==> src/rtl/axil_pkg.sv <==
`default_nettype none
// ============================================================================
// Module      : axil_pkg
// Description : Shared response codes, FSM state types and default ID value
//               for the AXI4-Lite register file responder.
// Revision    : 1.0 - initial release
// ============================================================================
package axil_pkg;

    localparam logic [1:0]  RESP_OKAY        = 2'b00;
    localparam logic [1:0]  RESP_SLVERR      = 2'b10;
    localparam logic [31:0] ID_VALUE_DEFAULT = 32'hA5A1_0001;

    typedef enum logic [1:0] {
        WR_IDLE   = 2'd0,
        WR_HAVE_A = 2'd1,
        WR_HAVE_D = 2'd2,
        WR_RESP   = 2'd3
    } wr_state_t;

    typedef enum logic [0:0] {
        RD_IDLE = 1'b0,
        RD_RESP = 1'b1
    } rd_state_t;

endpackage : axil_pkg
`default_nettype wire

==> src/rtl/axil_regfile_core.sv <==
`default_nettype none
// ============================================================================
// Module      : axil_regfile_core
// Description : Register array with byte-strobe writes; register 0 is the ID.
//               AXIL_SLV_WR_CNT_EN turns the last register into a write counter.
// Revision    : 1.0 - initial release
// ============================================================================
module axil_regfile_core
    import axil_pkg::*;
#(
    parameter int          DATA_W   = 32,
    parameter int          STRB_W   = 4,
    parameter int          NUM_REGS = 16,
    parameter int          IDX_W    = 4,
    parameter logic [31:0] ID_VALUE = ID_VALUE_DEFAULT
) (
    input  logic                       clk,
    input  logic                       rst,
    input  logic                       we,
    input  logic [IDX_W-1:0]           widx,
    input  logic [DATA_W-1:0]          wdata,
    input  logic [STRB_W-1:0]          wstrb,
    input  logic [IDX_W-1:0]           ridx,
    output logic [DATA_W-1:0]          rdata,
    output logic [NUM_REGS*DATA_W-1:0] reg_q
);

    logic [DATA_W-1:0] r_regs [NUM_REGS];

    // The caller only asserts we for writable indices, so reg 0 keeps its ID
    always_ff @(posedge clk) begin
        if (rst) begin
            for (int i = 0; i < NUM_REGS; i++) begin
                r_regs[i] <= (i == 0) ? ID_VALUE : '0;
            end
        end else if (we) begin
            for (int k = 0; k < STRB_W; k++) begin
                if (wstrb[k]) begin
                    r_regs[widx][k*8 +: 8] <= wdata[k*8 +: 8];
                end
            end
`ifdef AXIL_SLV_WR_CNT_EN
            r_regs[NUM_REGS-1] <= r_regs[NUM_REGS-1] + 1'b1;
`endif
        end
    end

    assign rdata = r_regs[ridx];

    generate
        for (genvar i = 0; i < NUM_REGS; i++) begin : g_reg_q
            assign reg_q[i*DATA_W +: DATA_W] = r_regs[i];
        end
    endgenerate

endmodule : axil_regfile_core
`default_nettype wire

==> src/rtl/axil_regfile_slv.sv <==
`default_nettype none
// ============================================================================
// Module      : axil_regfile_slv
// Description : AXI4-Lite responder in front of a 32-bit register bank.
//               Optional macro AXIL_SLV_WR_CNT_EN: last register counts writes.
// Revision    : 1.0 - initial release
// ============================================================================
module axil_regfile_slv
    import axil_pkg::*;
#(
    parameter int          ADDR_W   = 32,
    parameter int          DATA_W   = 32,
    parameter int          STRB_W   = 4,
    parameter int          NUM_REGS = 16,
    parameter logic [31:0] ID_VALUE = ID_VALUE_DEFAULT
) (
    input  logic                       axil_aclk,
    input  logic                       axil_areset,
    input  logic                       s_axil_awvalid,
    output logic                       s_axil_awready,
    input  logic [ADDR_W-1:0]          s_axil_awaddr,
    input  logic [2:0]                 s_axil_awprot,
    input  logic                       s_axil_wvalid,
    output logic                       s_axil_wready,
    input  logic [DATA_W-1:0]          s_axil_wdata,
    input  logic [STRB_W-1:0]          s_axil_wstrb,
    output logic                       s_axil_bvalid,
    input  logic                       s_axil_bready,
    output logic [1:0]                 s_axil_bresp,
    input  logic                       s_axil_arvalid,
    output logic                       s_axil_arready,
    input  logic [ADDR_W-1:0]          s_axil_araddr,
    input  logic [2:0]                 s_axil_arprot,
    output logic                       s_axil_rvalid,
    input  logic                       s_axil_rready,
    output logic [DATA_W-1:0]          s_axil_rdata,
    output logic [1:0]                 s_axil_rresp,
    output logic [NUM_REGS*DATA_W-1:0] reg_q,
    output logic [NUM_REGS-1:0]        reg_wr_pulse
);

    localparam int                IDX_W      = $clog2(NUM_REGS);
    localparam logic [ADDR_W-1:0] c_num_regs = ADDR_W'(NUM_REGS);
`ifdef AXIL_SLV_WR_CNT_EN
    localparam logic [IDX_W-1:0]  c_cnt_idx  = IDX_W'(NUM_REGS - 1);
`endif

    wr_state_t           r_wr_state, w_wr_state_nxt;
    rd_state_t           r_rd_state, w_rd_state_nxt;
    logic [ADDR_W-1:0]   r_aw_addr;
    logic [DATA_W-1:0]   r_wdata;
    logic [STRB_W-1:0]   r_wstrb;
    logic [1:0]          r_bresp, r_rresp;
    logic [DATA_W-1:0]   r_rdata;
    logic [NUM_REGS-1:0] r_wr_pulse;

    logic                w_aw_hs, w_w_hs, w_ar_hs, w_wr_fire, w_we;
    logic [ADDR_W-1:0]   w_wr_addr;
    logic [DATA_W-1:0]   w_wr_data, w_core_rdata;
    logic [STRB_W-1:0]   w_wr_strb;
    logic [IDX_W-1:0]    w_wr_idx, w_rd_idx;
    logic                w_wr_in, w_rd_in;
    logic [NUM_REGS-1:0] w_onehot;
    logic                w_unused;

    assign s_axil_awready = ~axil_areset & ((r_wr_state == WR_IDLE) | (r_wr_state == WR_HAVE_D));
    assign s_axil_wready  = ~axil_areset & ((r_wr_state == WR_IDLE) | (r_wr_state == WR_HAVE_A));
    assign s_axil_bvalid  = ~axil_areset & (r_wr_state == WR_RESP);
    assign s_axil_bresp   = r_bresp;
    assign s_axil_arready = ~axil_areset & (r_rd_state == RD_IDLE);
    assign s_axil_rvalid  = ~axil_areset & (r_rd_state == RD_RESP);
    assign s_axil_rdata   = r_rdata;
    assign s_axil_rresp   = r_rresp;
    assign reg_wr_pulse   = r_wr_pulse;

    assign w_aw_hs = s_axil_awvalid & s_axil_awready;
    assign w_w_hs  = s_axil_wvalid  & s_axil_wready;
    assign w_ar_hs = s_axil_arvalid & s_axil_arready;

    // Whichever half arrived earlier comes from its latch, the other is live
    assign w_wr_addr = (r_wr_state == WR_HAVE_A) ? r_aw_addr : s_axil_awaddr;
    assign w_wr_data = (r_wr_state == WR_HAVE_D) ? r_wdata   : s_axil_wdata;
    assign w_wr_strb = (r_wr_state == WR_HAVE_D) ? r_wstrb   : s_axil_wstrb;
    assign w_wr_idx  = w_wr_addr[2 +: IDX_W];
    assign w_wr_in   = ({2'b00, w_wr_addr[ADDR_W-1:2]} < c_num_regs);
    assign w_rd_idx  = s_axil_araddr[2 +: IDX_W];
    assign w_rd_in   = ({2'b00, s_axil_araddr[ADDR_W-1:2]} < c_num_regs);
    assign w_onehot  = {{(NUM_REGS-1){1'b0}}, 1'b1} << w_wr_idx;

`ifdef AXIL_SLV_WR_CNT_EN
    assign w_we = w_wr_fire & w_wr_in & (w_wr_idx != '0) & (w_wr_idx != c_cnt_idx);
`else
    assign w_we = w_wr_fire & w_wr_in & (w_wr_idx != '0);
`endif

    always_comb begin
        w_wr_state_nxt = r_wr_state;
        w_wr_fire      = 1'b0;
        case (r_wr_state)
            WR_IDLE: begin
                if (w_aw_hs && w_w_hs) begin
                    w_wr_state_nxt = WR_RESP;
                    w_wr_fire      = 1'b1;
                end else if (w_aw_hs) begin
                    w_wr_state_nxt = WR_HAVE_A;
                end else if (w_w_hs) begin
                    w_wr_state_nxt = WR_HAVE_D;
                end
            end
            WR_HAVE_A: begin
                if (w_w_hs) begin
                    w_wr_state_nxt = WR_RESP;
                    w_wr_fire      = 1'b1;
                end
            end
            WR_HAVE_D: begin
                if (w_aw_hs) begin
                    w_wr_state_nxt = WR_RESP;
                    w_wr_fire      = 1'b1;
                end
            end
            WR_RESP: begin
                if (s_axil_bready) begin
                    w_wr_state_nxt = WR_IDLE;
                end
            end
            default: w_wr_state_nxt = WR_IDLE;
        endcase
    end

    always_comb begin
        w_rd_state_nxt = r_rd_state;
        case (r_rd_state)
            RD_IDLE: if (w_ar_hs)       w_rd_state_nxt = RD_RESP;
            RD_RESP: if (s_axil_rready) w_rd_state_nxt = RD_IDLE;
            default:                    w_rd_state_nxt = RD_IDLE;
        endcase
    end

    always_ff @(posedge axil_aclk) begin
        if (axil_areset) begin
            r_wr_state <= WR_IDLE;
            r_rd_state <= RD_IDLE;
        end else begin
            r_wr_state <= w_wr_state_nxt;
            r_rd_state <= w_rd_state_nxt;
        end
    end

    always_ff @(posedge axil_aclk) begin
        if (axil_areset) begin
            r_aw_addr  <= '0;
            r_wdata    <= '0;
            r_wstrb    <= '0;
            r_bresp    <= RESP_OKAY;
            r_rresp    <= RESP_OKAY;
            r_rdata    <= '0;
            r_wr_pulse <= '0;
        end else begin
            if (w_aw_hs) r_aw_addr <= s_axil_awaddr;
            if (w_w_hs) begin
                r_wdata <= s_axil_wdata;
                r_wstrb <= s_axil_wstrb;
            end
            if (w_wr_fire) r_bresp <= w_wr_in ? RESP_OKAY : RESP_SLVERR;
            r_wr_pulse <= w_we ? w_onehot : '0;
            // Sampled before this edge's write lands, so same-edge reads see old data
            if (w_ar_hs) begin
                r_rdata <= w_rd_in ? w_core_rdata : '0;
                r_rresp <= w_rd_in ? RESP_OKAY : RESP_SLVERR;
            end
        end
    end

    axil_regfile_core #(
        .DATA_W   (DATA_W),
        .STRB_W   (STRB_W),
        .NUM_REGS (NUM_REGS),
        .IDX_W    (IDX_W),
        .ID_VALUE (ID_VALUE)
    ) u_core (
        .clk   (axil_aclk),
        .rst   (axil_areset),
        .we    (w_we),
        .widx  (w_wr_idx),
        .wdata (w_wr_data),
        .wstrb (w_wr_strb),
        .ridx  (w_rd_idx),
        .rdata (w_core_rdata),
        .reg_q (reg_q)
    );

    assign w_unused = &{1'b0, s_axil_awprot, s_axil_arprot, w_wr_addr[1:0], s_axil_araddr[1:0]};

endmodule : axil_regfile_slv
`default_nettype wire

==> config.mk <==
export PLATFORM = sky130hd
export DESIGN_NAME = axil_regfile_slv
export DESIGN_NICKNAME = d
export VERILOG_FILES = /design/src/rtl/axil_pkg.sv /design/src/rtl/axil_regfile_core.sv /design/src/rtl/axil_regfile_slv.sv
export SDC_FILE = /design/constraint.sdc
export NUM_CORES = 1
export LEC_CHECK = 0
export ABC_AREA = 1
export ABC_CLOCK_PERIOD_IN_PS = 2400
export BUFFER_PORTS_ARGS = -buffer_cell sky130_fd_sc_hd__buf_2
export CAP_MARGIN = 10
export CORE_AREA = 2 2 263 265
export CTS_BUF_LIST = sky130_fd_sc_hd__clkbuf_4
export CTS_CLUSTER_SIZE = 24
export DETAILED_ROUTE_END_ITERATION = 6
export DIE_AREA = 0 0 265 267
export GPL_TIMING_DRIVEN = 1
export PLACE_DENSITY = 0.66
export SYNTH_ARGS = -nofsm -noshare
export SYNTH_HDL_FRONTEND = slang
export SYNTH_SLANG_ARGS = --single-unit
==> constraint.sdc <==
create_clock -name axil_aclk -period 2.4 [get_ports axil_aclk]
set_input_delay 0.12 -clock axil_aclk [delete_from_list [all_inputs] [get_ports axil_aclk]]
set_output_delay 0.12 -clock axil_aclk [all_outputs]
set_load 0.03 [all_outputs]
==> impl_metrics.json <==
{
  "synth_cells": 2948,
  "ys_types": 32,
  "period_share_pct": 105,
  "grt_pass1_wl_microns": 163000,
  "fillers": 5780,
  "cts_num_sinks": 631,
  "netlist_area_sq_um": 28600,
  "core_area_sq_um": 68000,
  "cts_root_buf": "clkbuf_4",
  "min_from": "axil_areset",
  "path_clk_slew_ns": 0.07,
  "placementRows": 96,
  "reg2reg_depth": 16,
  "dominantRegCellSynth": "edfxtp_1",
  "hold_violations": 0,
  "grt_pass1_vias": 25500,
  "max_stage_delay_ns": 0.33,
  "ioPinCount": 682,
  "via_per_inst": 5.45,
  "detail_route.wl_per_cell_microns": 23.0,
  "nets": 4146,
  "p_per_area_nw_per_um2": 749,
  "status": "finished, violations left",
  "violations": "negative setup slack",
  "die_area_sq_um": 70800,
  "place_hpwl_microns": 80600,
  "rrSetupSlack_ns": -0.11,
  "crit_path_frequent_cell": "buf_12",
  "max-slew-margin-rel_pct": 38.6,
  "ys_async_sr_fraction_pct": 0,
  "antenna_found_initial": 2,
  "dieHeight_microns": 267,
  "overflow": 0,
  "cts_buffers": 171,
  "crit_buf_inv": 7,
  "synth_edf_count": 512,
  "vias": 27500,
  "drt_iter0_drc": 3447,
  "p_leak_uw": 0.0174,
  "end_kind": "flop",
  "rsz0062_at_grt": "true",
  "setup_tns_ns": -27.65,
  "rr_startpoint": "r_wr_state[1]",
  "cts_buffer_depth": 3,
  "avgSynthCellArea_sq_um": 9.72,
  "drc_errors": 0,
  "max_cap_violations": 0,
  "ys_seq_area_share_pct": 62.0,
  "yosys_register_bits": 631,
  "finalMaxSlewViolations": 0,
  "track_usage_pct": 31.2,
  "drtPass1Iterations": 7,
  "cp-start-kind": "flop",
  "wl_microns": 116000,
  "port_buffers": 669,
  "worstMarginPinSlew_ns": 0.921,
  "crit_fanout": 8,
  "hold_path_class": "input port to flop",
  "cts_tree": "yes",
  "r2r_end": "u_core.r_regs[13][9]",
  "start_util_pct": 42.1,
  "yosysWarnings": 0,
  "fin_ws_ns": -0.112,
  "slowest_stage": "dfxtp_2",
  "dpl_worst_slack_ns": -0.0620,
  "drive_above_1_share_pct": 33.6,
  "vdd_drop_max_uv": 599,
  "required_ns": 3.09,
  "worstHoldPathCells": 3,
  "cts_max_level": 4,
  "final_antenna_net_count": 0,
  "syn2layout_area_growth_pct": 39.5,
  "place.gp.congestion": 0.985,
  "crit_family": "simple AND/OR/NAND/NOR gates",
  "grt_max_degree": 121,
  "setup-violations-final": 523,
  "worstPathArrival_ns": 3.21,
  "crit_type": "flop to flop",
  "cp_cell_sequence": "inv_2, ha_4, buf_12, nor2_2, nand3b_1, nand2_1, nand2_1, inv_1, nand2_2, nor2_4, buf_12, clkbuf_16, buf_12, nand4_4, nand2_2, buf_12",
  "fin_crit_ns": 2.51,
  "hold_end": "r_wr_state[0]",
  "die_x_microns": 265,
  "holdWs_ns": 0.0555,
  "clock.fmax_ghz": 0.398,
  "fin_skew_ns": 0.0720,
  "clock_latency_ns": 1.03
}
==> cell usage after synthesis (2+ instances only) <==
master | number | area share, %
buf_2 | 8 | 0.14
or2_2 | 3 | 0.066
nand3_1 | 509 | 8.9
dfxtp_1 | 119 | 8.3
inv_1 | 61 | 0.80
clkbuf_1 | 168 | 2.2
edfxtp_1 | 512 | 54
inv_2 | 6 | 0.079
conb_1 | 2 | 0.026
o21ai_0 | 52 | 0.91
nor2_1 | 524 | 6.9
nor2_2 | 16 | 0.35
a21oi_1 | 82 | 1.4
buf_1 | 15 | 0.20
nor3_1 | 17 | 0.30
nand4_1 | 3 | 0.066
nand4_4 | 59 | 4.4
nand2_1 | 718 | 9.4
o21ai_2 | 6 | 0.18
o21ai_1 | 34 | 0.59
buf_4 | 9 | 0.24
nand3b_1 | 4 | 0.10
ha_1 | 6 | 0.26
buf_6 | 7 | 0.28
==> cell type report <==
class	instances	area, sq um	area share [%]
antenna	5	12.5	0.0313
clock buffer	255	1910	4.79
multi-input combinational	2076	10400	26.1
clock inverter	48	270	0.676
inverter	67	272	0.679
sequential	631	17800	44.4
timing repair buffer	1080	8220	20.6
tap	882	1100	2.76
==> flip-flops by register name (all words and copies together) (netlist names) <==
signal	cells
r_aw_addr	30
r_rd_state	1
r_wdata	32
r_wr_state	2
r_wstrb	4
reg_wr_pulse	16
s_axil_bresp	1
s_axil_rdata	32
s_axil_rresp	1
u_core.r_regs	512
==> tightest hold or removal path, delay by kind of cell <==
kind                   cells  cell delay (ns)
buffers and inverters      2             0.81
AOI/OAI and AO/OA          1             0.08
==> repair_timing <==
| action | CTS | global route |
|---|---|---|
| endpoints found under the hold margin | 881 | 0 |
| buffers inserted | 0 | 6 |
| cloned | 0 | 6 |
| hold buffers | 177 | 0 |
| setup endpoints to repair | 139 | 996 |
| resized for setup | 8 | 136 |
| pin swaps | 0 | 8 |
==> worst max-delay path by stage <==
stage / start / end / slack, ns / depth (start not counted)
6_report: r_wr_state[1] / u_core.r_regs[13][9] / -0.11 / 16
5_1_grt: r_wr_state[1] / u_core.r_regs[12][26] / -0.21 / 15
4_1_cts: r_wr_state[1] / u_core.r_regs[13][28] / -0.03 / 14
3_5_place_dp: r_wr_state[1] / u_core.r_regs[2][21] / -0.06 / 14
3_3_place_gp: r_wr_state[1] / u_core.r_regs[6][7] / -0.06 / 14
2_1_floorplan: r_wr_state[0] / u_core.r_regs[11][16] / -0.08 / 11
==> logic make-up after synthesis <==
logic type	Yosys count	synth area share (%)
adder cells (fa/ha/maj)	6	0.262
other	2	0.0262
flip-flops	631	62.0
buffers and inverters	274	3.93
AND/OR/NAND/NOR	1860	30.6
AO/OA/AOI/OAI	175	3.15
==> power by group <==
part	internal, uW	leakage [uW]	switching (uW)
Clock	4990	0.00129	4720
Combinational	2380	0.00987	5150
Sequential	12300	0.00624	344
==> routing by layer <==
layer	up-vias	global-route usage (%)	wire, microns
met5	-	0	0
met4	0	15.3	6180
met3	348	7.93	12300
met2	1814	48.4	53100
met1	13000	40.7	44600
li1	12300	-	-
==> metrics by stage <==
step	power (uW)	instances	area (sq um)	utilization [%]
after floorplan	16300	2981	28900	-
after global placement	19700	4552	35300	51.9
after detailed placement	19800	4552	35300	51.9
after CTS	29600	5032	39300	57.8
after global routing	31000	5042	40000	58.8
final	29900	5044	40000	58.8
==> cells in the final DEF, fill, tap and decap left out, types with 79 or more instances in the layout <==
| cell type | Yosys | routed |
|---|---|---|
| buf_2 | 8 | 665 |
| buf_12 | 0 | 87 |
| clkbuf_4 | 0 | 255 |
| edfxtp_1 | 512 | 512 |
| nand2_1 | 718 | 668 |
| nand3_1 | 509 | 507 |
| dfxtp_1 | 119 | 117 |
| buf_4 | 9 | 125 |
| dlygate4sd3_1 | 0 | 172 |
| a21oi_1 | 82 | 79 |
| nor2_1 | 524 | 479 |
No activity file was read; power rests on OpenSTA's default activity.
